`src/rtl/rv_decode_queue.sv`:
```
// RV32I/RV64I decoder feeding a DEPTH-entry decoded-instruction FIFO; 1-cycle latency, no bypass.
// in_ready = not full (independent of out_ready); head entry held stable while out_ready is low.
module rv_decode_queue #(
  parameter int XLEN  = 64,
  parameter int DEPTH = 4
) (
  input  logic                     clk,
  input  logic                     rst,
  input  logic                     flush,
  input  logic                     in_valid,
  output logic                     in_ready,
  input  logic [XLEN-1:0]          in_pc,
  input  logic [31:0]              in_instr,
  output logic                     out_valid,
  input  logic                     out_ready,
  output logic [XLEN-1:0]          out_pc,
  output logic [4:0]               out_rd,
  output logic [4:0]               out_rs1,
  output logic [4:0]               out_rs2,
  output logic [XLEN-1:0]          out_imm,
  output logic [3:0]               out_alu_op,
  output logic [2:0]               out_ls_variant,
  output logic [2:0]               out_itype,
  output logic                     out_word,
  output logic                     out_illegal,
  output logic [$clog2(DEPTH):0]   count
);
  localparam int AW = $clog2(DEPTH);
  localparam int CW = AW + 1;

  localparam logic [6:0] OPC_LOAD = 7'b0000011, OPC_MISC_MEM = 7'b0001111, OPC_OP_IMM = 7'b0010011,
                         OPC_AUIPC = 7'b0010111, OPC_OP_IMM_32 = 7'b0011011, OPC_STORE = 7'b0100011,
                         OPC_OP = 7'b0110011, OPC_LUI = 7'b0110111, OPC_OP_32 = 7'b0111011,
                         OPC_BRANCH = 7'b1100011, OPC_JALR = 7'b1100111, OPC_JAL = 7'b1101111,
                         OPC_SYSTEM = 7'b1110011;

  localparam logic [3:0] ALU_ADD = 4'd0, ALU_SUB = 4'd1, ALU_SRA = 4'd2, ALU_SRL = 4'd3, ALU_SLL = 4'd4,
                         ALU_EQ = 4'd5, ALU_NE = 4'd6, ALU_LT = 4'd7, ALU_GE = 4'd8, ALU_LTU = 4'd9,
                         ALU_GEU = 4'd10, ALU_XOR = 4'd11, ALU_OR = 4'd12, ALU_AND = 4'd13, ALU_LUI = 4'd14;

  localparam logic [2:0] T_R = 3'd0, T_I = 3'd1, T_S = 3'd2, T_B = 3'd3, T_U = 3'd4, T_J = 3'd5, T_EXC = 3'd6;

  typedef struct packed {
    logic [XLEN-1:0] pc;
    logic [4:0]      rd;
    logic [4:0]      rs1;
    logic [4:0]      rs2;
    logic [XLEN-1:0] imm;
    logic [3:0]      alu_op;
    logic [2:0]      ls_variant;
    logic [2:0]      itype;
    logic            word;
    logic            illegal;
  } entry_t;

  logic [6:0] opc, f7;
  logic [2:0] f3;
  logic       rv64, wform, wide_sh, sh_ok, f7_ok, ill;
  logic [5:0] shamt;
  logic signed [11:0] imm_i, imm_s;
  logic signed [12:0] imm_b;
  logic signed [20:0] imm_j;
  logic signed [31:0] imm_u;
  entry_t dec;

  assign opc   = in_instr[6:0];
  assign f3    = in_instr[14:12];
  assign f7    = in_instr[31:25];
  assign rv64  = (XLEN == 64);
  assign wform = (opc == OPC_OP_IMM_32) || (opc == OPC_OP_32);
  assign imm_i = in_instr[31:20];
  assign imm_s = {in_instr[31:25], in_instr[11:7]};
  assign imm_b = {in_instr[31], in_instr[7], in_instr[30:25], in_instr[11:8], 1'b0};
  assign imm_j = {in_instr[31], in_instr[19:12], in_instr[20], in_instr[30:21], 1'b0};
  assign imm_u = {in_instr[31:12], 12'h000};

  // 6-bit shamt only for non-W shifts on RV64; upper field then shrinks by one bit
  assign wide_sh = rv64 && !wform;
  assign shamt   = wide_sh ? in_instr[25:20] : {1'b0, in_instr[24:20]};
  assign sh_ok   = wide_sh ? (in_instr[31:26] == 6'b000000 || (in_instr[31:26] == 6'b010000 && f3 == 3'd5))
                           : (f7 == 7'b0000000 || (f7 == 7'b0100000 && f3 == 3'd5));
  assign f7_ok   = (f7 == 7'b0000000) || (f7 == 7'b0100000 && (f3 == 3'd0 || f3 == 3'd5));

  always_comb begin
    dec        = '0;
    ill        = 1'b0;
    dec.pc     = in_pc;
    dec.rd     = in_instr[11:7];
    dec.rs1    = in_instr[19:15];
    dec.rs2    = in_instr[24:20];
    dec.alu_op = ALU_ADD;
    dec.word   = wform;
    dec.itype  = T_EXC;
    case (opc)
      OPC_LOAD: begin
        dec.itype = T_I;
        dec.imm   = XLEN'(imm_i);
        case (f3)
          3'd0: dec.ls_variant = 3'd0;
          3'd1: dec.ls_variant = 3'd1;
          3'd2: dec.ls_variant = 3'd2;
          3'd3: dec.ls_variant = 3'd6;
          3'd4: dec.ls_variant = 3'd3;
          3'd5: dec.ls_variant = 3'd4;
          3'd6: dec.ls_variant = 3'd5;
          default: ill = 1'b1;
        endcase
        if (!rv64 && (f3 == 3'd3 || f3 == 3'd6)) ill = 1'b1;
      end
      OPC_MISC_MEM: begin
        dec.itype = T_I;
        dec.imm   = XLEN'(imm_i);
        ill       = (f3 != 3'd0);
      end
      OPC_OP_IMM, OPC_OP_IMM_32: begin
        dec.itype = T_I;
        dec.imm   = XLEN'(imm_i);
        case (f3)
          3'd1: dec.alu_op = ALU_SLL;
          3'd2: dec.alu_op = ALU_LT;
          3'd3: dec.alu_op = ALU_LTU;
          3'd4: dec.alu_op = ALU_XOR;
          3'd5: dec.alu_op = in_instr[30] ? ALU_SRA : ALU_SRL;
          3'd6: dec.alu_op = ALU_OR;
          3'd7: dec.alu_op = ALU_AND;
          default: dec.alu_op = ALU_ADD;
        endcase
        if (f3 == 3'd1 || f3 == 3'd5) begin
          dec.imm = XLEN'(shamt);
          if (!sh_ok) ill = 1'b1;
        end
        if (wform && (!rv64 || !(f3 == 3'd0 || f3 == 3'd1 || f3 == 3'd5))) ill = 1'b1;
      end
      OPC_OP, OPC_OP_32: begin
        dec.itype = T_R;
        case (f3)
          3'd0: dec.alu_op = f7[5] ? ALU_SUB : ALU_ADD;
          3'd1: dec.alu_op = ALU_SLL;
          3'd2: dec.alu_op = ALU_LT;
          3'd3: dec.alu_op = ALU_LTU;
          3'd4: dec.alu_op = ALU_XOR;
          3'd5: dec.alu_op = f7[5] ? ALU_SRA : ALU_SRL;
          3'd6: dec.alu_op = ALU_OR;
          default: dec.alu_op = ALU_AND;
        endcase
        if (!f7_ok) ill = 1'b1;
        if (wform && (!rv64 || !(f3 == 3'd0 || f3 == 3'd1 || f3 == 3'd5))) ill = 1'b1;
      end
      OPC_STORE: begin
        dec.itype = T_S;
        dec.imm   = XLEN'(imm_s);
        dec.rd    = 5'd0;
        case (f3)
          3'd0: dec.ls_variant = 3'd0;
          3'd1: dec.ls_variant = 3'd1;
          3'd2: dec.ls_variant = 3'd2;
          3'd3: begin dec.ls_variant = 3'd6; ill = !rv64; end
          default: ill = 1'b1;
        endcase
      end
      OPC_BRANCH: begin
        dec.itype = T_B;
        dec.imm   = XLEN'(imm_b);
        dec.rd    = 5'd0;
        case (f3)
          3'd0: dec.alu_op = ALU_EQ;
          3'd1: dec.alu_op = ALU_NE;
          3'd4: dec.alu_op = ALU_LT;
          3'd5: dec.alu_op = ALU_GE;
          3'd6: dec.alu_op = ALU_LTU;
          3'd7: dec.alu_op = ALU_GEU;
          default: ill = 1'b1;
        endcase
      end
      OPC_LUI:    begin dec.itype = T_U; dec.imm = XLEN'(imm_u); dec.alu_op = ALU_LUI; end
      OPC_AUIPC:  begin dec.itype = T_U; dec.imm = XLEN'(imm_u); end
      OPC_JAL:    begin dec.itype = T_J; dec.imm = XLEN'(imm_j); end
      OPC_JALR:   begin dec.itype = T_I; dec.imm = XLEN'(imm_i); ill = (f3 != 3'd0); end
      OPC_SYSTEM: begin dec.itype = T_EXC; dec.imm = XLEN'(imm_i); end
      default:    ill = 1'b1;
    endcase
    if (in_instr[1:0] != 2'b11) ill = 1'b1;
    if (ill) begin
      dec.imm    = '0;
      dec.alu_op = ALU_ADD;
      dec.rd     = 5'd0;
    end
    dec.illegal = ill;
  end

  entry_t         mem [DEPTH];
  logic [AW-1:0]  wr_ptr, rd_ptr;
  logic           push, pop;
  entry_t         head;

  assign in_ready  = (count < CW'(DEPTH));
  assign out_valid = (count != '0);
  assign push      = in_valid && in_ready && !flush;
  assign pop       = out_valid && out_ready;

  always_ff @(posedge clk or posedge rst) begin
    if (rst) begin
      wr_ptr <= '0;
      rd_ptr <= '0;
      count  <= '0;
      for (int i = 0; i < DEPTH; i++) mem[i] <= '0;
    end else if (flush) begin
      wr_ptr <= '0;
      rd_ptr <= '0;
      count  <= '0;
    end else begin
      if (push) begin
        mem[wr_ptr] <= dec;
        wr_ptr      <= wr_ptr + AW'(1);
      end
      if (pop) rd_ptr <= rd_ptr + AW'(1);
      if (push && !pop)      count <= count + CW'(1);
      else if (!push && pop) count <= count - CW'(1);
    end
  end

  assign head           = mem[rd_ptr];
  assign out_pc         = head.pc;
  assign out_rd         = head.rd;
  assign out_rs1        = head.rs1;
  assign out_rs2        = head.rs2;
  assign out_imm        = head.imm;
  assign out_alu_op     = head.alu_op;
  assign out_ls_variant = head.ls_variant;
  assign out_itype      = head.itype;
  assign out_word       = head.word;
  assign out_illegal    = head.illegal;
endmodule

```
`config.mk`:
```
export PLATFORM = sky130hd
export DESIGN_NAME = rv_decode_queue
export DESIGN_NICKNAME = d
export VERILOG_FILES = /design/src/rtl/rv_decode_queue.sv
export SDC_FILE = /design/constraint.sdc
export NUM_CORES = 1
export LEC_CHECK = 0
export BUFFER_PORTS_ARGS = -buffer_cell sky130_fd_sc_hd__buf_2
export CORE_MARGIN = 5
export CORE_UTILIZATION = 40
export DETAILED_ROUTE_END_ITERATION = 12
export SLEW_MARGIN = 15
export SYNTH_ARGS = -nofsm -noshare
export SYNTH_HDL_FRONTEND = slang
export SYNTH_SLANG_ARGS = --single-unit
```
`constraint.sdc`:
```
create_clock -name clk -period 43.9 [get_ports clk]
set_input_delay 2.195 -clock clk [delete_from_list [all_inputs] [get_ports clk]]
set_output_delay 2.195 -clock clk [all_outputs]
set_load 0.01 [all_outputs]
```
# --- Word-level counts from Yosys, hierarchy flattened ---
# Cells that the tools add are included.
op_classes:
  add_sub_neg: 4
  n_mul: 0
  div_mod_pow: 0
  magnitude_cmp: 4
  eq_ne: 23
  n_shift: 0
  mux: 40
  n_bitwise: 3
  reduce_logical: 42
op_table:
  columns: ["op", "count"]
  rows:
  - ["bitwise mux 620 bit", 1]
  - ["two-way mux 155 bit", 3]
  - ["case mux 64 bit (6 select lines)", 1]
  - ["binary-select mux 155 bit (select 2 bit)", 1]
  - ["demux 155 bit (select 2 bit)", 1]
  - ["two-way mux 68 bit", 1]
  - ["two-way mux 64 bit", 1]
  - ["case mux 4 bit (7 select lines)", 2]
  - ["case mux 3 bit (6 select lines)", 2]
  - ["equality test 7 x 6 -> 1 bit (second input constant)", 5]
  - ["equality test 7 bit (second input constant)", 4]
  - ["case mux 4 bit (6 select lines)", 1]
  - ["equality test 7 x 5 -> 1 bit (second input constant)", 3]
  - ["case mux 4 bit (4 select lines)", 1]
  - ["equality test 3 bit (second input constant)", 4]
  - ["two-way mux 1 bit", 12]
  - ["OR reduction 4 bit", 3]
  - ["logical AND 1 bit", 10]
  - ["two-way mux 5 bit", 2]
  - ["OR reduction 2 bit", 5]
  - ["two-way mux 3 bit", 3]
  - ["case mux 3 bit (3 select lines)", 1]
  - ["nonzero test 3 bit", 3]
  - ["logical OR 1 bit", 8]
  - ["27 further kinds", 38]
totals:
  register_bits: 627
  latch_bits: 0
  mem_bits_rw: 0
  romBits: 0
  out_inout_bits: 160
  word_cells: 159
  memories: 0

# --- Logic depth before layout (Yosys ltp) ---
depth:
  depth_word: 11
  ltp_mapped: 9
  depth_no_buf: 8

# --- Least setup slack after synthesis ---
# No wires, ideal clock.
synth_path:
  kind: "register to output"
  from: "reg rd_ptr[0]"
  to: "out out_imm[32]"
  arrival_ns: 2.320
  path_slack_ns: 39.385
  stages_incl_launch_ff: 7
  n_path_buf: 5
  cell_sequence: "dfrtp_1 -> clkbuf_1 -> buf_2 -> clkbuf_1 -> buf_2 -> mux4_2 -> buf_4"
synth_between:
  elab_chain_cells: 4
synth_lines:
  columns: ["element", "line", "text"]
  rows:
  - ["start: declaration", "192", "logic [AW-1:0] wr_ptr, rd_ptr;"]
  - ["start signal: assignment", "216", "if (pop) rd_ptr <= rd_ptr + AW'(1);"]
  - ["inverter 2 -> 3 bit (implied by the code)", "222", "assign head = mem[rd_ptr];"]
  - ["binary-select mux 155 bit (select 2 bit)", "222", null]
  - ["two-way mux 155 bit (implied by the code) (2 in a row)", "222", null]
  - ["end: declaration", "20", "output logic [XLEN-1:0] out_imm,"]
# No other way between the ends. The select of a mux whose other input is x is not followed.

# --- Worst setup path after layout ---
layout_path:
  from: "reg rd_ptr[0]"
  to: "out out_alu_op[2]"
layout_between:
  elab_chain_cells: 4
layout_lines:
  columns: ["element", "line", "text"]
  rows:
  - ["inverter 2 -> 3 bit (implied by the code)", "222", null]
  - ["binary-select mux 155 bit (select 2 bit)", "222", null]
  - ["two-way mux 155 bit (implied by the code) (2 in a row)", "222", null]
  - ["end: declaration", "21", "output logic [3:0] out_alu_op,"]
# No other way between the ends. The select of a mux whose other input is x is not followed.

==> impl_results.md <==
* Status: completed
* Cell chosen for the clock root: sky130_fd_sc_hd__clkbuf_16
* Setup-violating endpoint count in the final report at 0
* Hold Worst Slack at 0.4701 ns
* First-pass GRT wire length at 100000 um
* Buffers inserted during post-CTS setup optimization at 0
* Count of vias placed by the detailed router at 16030
* Worst slew margin at 21.68%
* CP endpoint kind: primary output
* Number of enable flip-flop cells after synthesis at 0
* Post-synth top area cell: sky130_fd_sc_hd__dfrtp_1
* Net count reported at finish at 2242
* Clock Skews at 0.01495 ns
* Yosys top cell area share at 54.54%
* Adder-cell share of the synthesized area at 0.3061%
* HP Class: reg2reg
* Iteration-0 DRC count of the detailed router at 938
* Commonest cells after routing, fill and taps aside: 603 x sky130_fd_sc_hd__nand2_1, 497 x sky130_fd_sc_hd__dfrtp_1, 260 x sky130_fd_sc_hd__buf_2
* Total number of yosys warnings at 0
* Total number of placement rows at 87
* Final number of max-transition violations at 0
* Number of buffers added by the clock tree synthesis step at 54
* Via count of the first global-routing pass at 16730
* Maximum clock insertion buffer count at 3
* Seq. cell area at 12490 um^2
* Clock sink total at 499
* Unique masters post-synth at 68
* Maximum number of pins on one net before global-route repair at 135
* Fmax at 181.0 MHz
* Average cell area after synthesis at 11.61 um^2
* Final routed wirelength across all metal layers at 62710 um
* Most frequent standard cell in the layout excluding fill and tap cells: sky130_fd_sc_hd__nand2_1
* Clk pin slew, worst setup/hold paths at 0.06 ns
* Avg WL per Cell at 21.33 um
* CTS tree: built
* Power per Cell Area at 60.12 nW/um^2
* Nature of the critical path startpoint: flop
* Leading cell types by total area after synthesis: sky130_fd_sc_hd__dfrtp_1 55%, sky130_fd_sc_hd__mux4_2 12%, sky130_fd_sc_hd__nand2_1 9.9%
* Flip-flop and latch count after synthesis at 499
* Detail-routed via count per cell at 5.453
* Last weighted congestion value of the routability-driven placer at 0.8612
* Share of synthesized area occupied by flip-flops and latches at 54.54%
* Time the final worst path needs with I/O delays and setup at 5.525 ns
* Global-route total usage across every layer at 20.00%
* Overall power at 1.583 mW
* Post-CTS sizing at 0
* Port Buffers at 260
* Clock latency of the later-clocked register in the worst-skew pair at 0.61 ns
* Final number of hold-violating endpoints at 0
* Filler Cell Count at 5150
* Final sum of negative setup slack at 0 ns
* Slew @ Worst Pin at 1.175 ns
* Critical Path RT at 41.70 ns
* Main combinational cell family by area after synthesis: multiplexers
* Area growth, synth to finish at 15.02%
* Fraction of layout instances using a drive strength above 1 at 30.65%
* Floorplan core area at 56500 um^2
* Ratio of final minimum period to clock period at 12.59%
* Simple logic cell fraction of the synthesized area at 13.11%
* Data arrival at the endpoint of the critical path at 3.33 ns
* Die Outline Area at 62120 um^2
* Residual DRC count at 0
* Hpwl dp at 39650 um
* Cell count after synthesis at 1972
* Unrepaired setup endpoints after global routing: false
* CTS H-Tree Depth at 2
* Congestion Overflow GR at 0
* Fraction of the mapped netlist area in compound gates at 8.624%
* Die boundary height at 249.2 um
* Starting density of the core at 40.52%
* Number of antenna violations at the first check in global routing at 13
* Largest fanout on the critical path at 47
* Reported leakage power at 12.41 nW
* Share of the synthesized netlist area taken by xor and xnor gates at 0.2295%
* FF-to-FF path depth at 7
* Maximum vdd drop at 0.00004157 V
* Category of the critical setup timing path: reg2out
* Cell depth of the worst min-delay path at 2
* Max-cap violations at 0
* Die X at 249.2 um
* Ys async rst share at 100.0%
* Multiplexer fraction of the synthesized cell area at 19.42%
* Multi-input logic area at 9574 um^2
* Syn_nets at 2078
* Post-CTS Hold Buffers at 0
* Most used flip-flop cell after synthesis: sky130_fd_sc_hd__dfrtp_1
* First drt pass iteration count at 5
* Final ANT Viol Nets at 0
* I/O pin count at 261
* Synth Cell Area at 22890 um^2
==> kinds of logic (layout without fill, tap and decap cells) <==
| group | after synthesis | after routing |
|---|---|---|
| and+or+nand+nor | 731 | 731 |
| DFF | 499 | 499 |
| other | 0 | 8 |
| adders and majority gates | 5 | 5 |
| xor gates and xnor gates | 6 | 6 |
| AOI/OAI and AO/OA | 278 | 278 |
| buffers and inverters | 181 | 385 |
| muxes | 272 | 272 |
==> cell usage after synthesis (21+ instances only) <==
library cell,number
sky130_fd_sc_hd__nand2_1,606
sky130_fd_sc_hd__dfrtp_1,499
sky130_fd_sc_hd__mux2_2,148
sky130_fd_sc_hd__mux4_2,123
sky130_fd_sc_hd__o21ai_0,118
sky130_fd_sc_hd__clkbuf_1,88
sky130_fd_sc_hd__a22o_1,66
sky130_fd_sc_hd__buf_4,37
sky130_fd_sc_hd__nor2_1,31
sky130_fd_sc_hd__buf_1,24
sky130_fd_sc_hd__buf_2,21
sky130_fd_sc_hd__nand3_1,21
==> state kept, by name, summed over array words and instances (netlist names) <==
name / count
rd_ptr: 2
count: 3
mem: 492
wr_ptr: 2
==> power breakdown <==
part / switching (mW) / internal (mW)
clock network: 0.188 / 0.271
registers: 0.0804 / 0.592
logic: 0.226 / 0.225
==> stage by stage <==
step / setup slack [ns] / std cells / area, um^2 / utilization (%)
final: 38.37 / 2940 / 26330 / 46.61
after global routing: 38.15 / 2936 / 26320 / 46.59
after CTS: 38.22 / 2932 / 26310 / 46.58
after detailed placement: 38.14 / 2836 / 24510 / 43.39
after global placement: 38.29 / 2836 / 24510 / 43.39
after floorplan: 27.77 / 1972 / 22890 / -
==> metal layers <==
layer / wire length (um) / track usage [%] / vias to the layer above
met4: 1326 / 4.516 / 14
li1: - / - / 7209
met1: 26030 / 26.79 / 8185
met5: 113 / 0 / -
met2: 30360 / 33.04 / 512
met3: 4878 / 5.293 / 111
==> area by class of cell <==
cell class	count	share of cell area, %
Multi-Input combinational cell	1292	36.36
Inverter	8	0.1425
Clock inverter	10	0.6842
Sequential cell	499	47.45
Antenna cell	8	0.07602
Timing Repair Buffer	281	5.540
Tap cell	756	3.592
Clock buffer	86	6.158
==> critical path: stages, from the launching register on <==
cell	delay [ns]
sky130_fd_sc_hd__dfrtp_4	1.04
sky130_fd_sc_hd__buf_4	0.76
sky130_fd_sc_hd__mux4_2	0.67
sky130_fd_sc_hd__buf_2	0.18
==> final timing paths <==
check / to / startpoint / slack, ns
setup / recovery: out_alu_op[2] / rd_ptr[0] / 38.37
hold / removal: mem[265] / mem[265] / 0.47
setup reg to reg: mem[90] / count[2] / 40.04
hold reg to reg: mem[265] / mem[265] / 0.47
max in group asynchronous: mem[432] / rst / 39.20
min in group asynchronous: mem[182] / rst / 1.79
No activity file was read; power rests on OpenSTA's default activity.
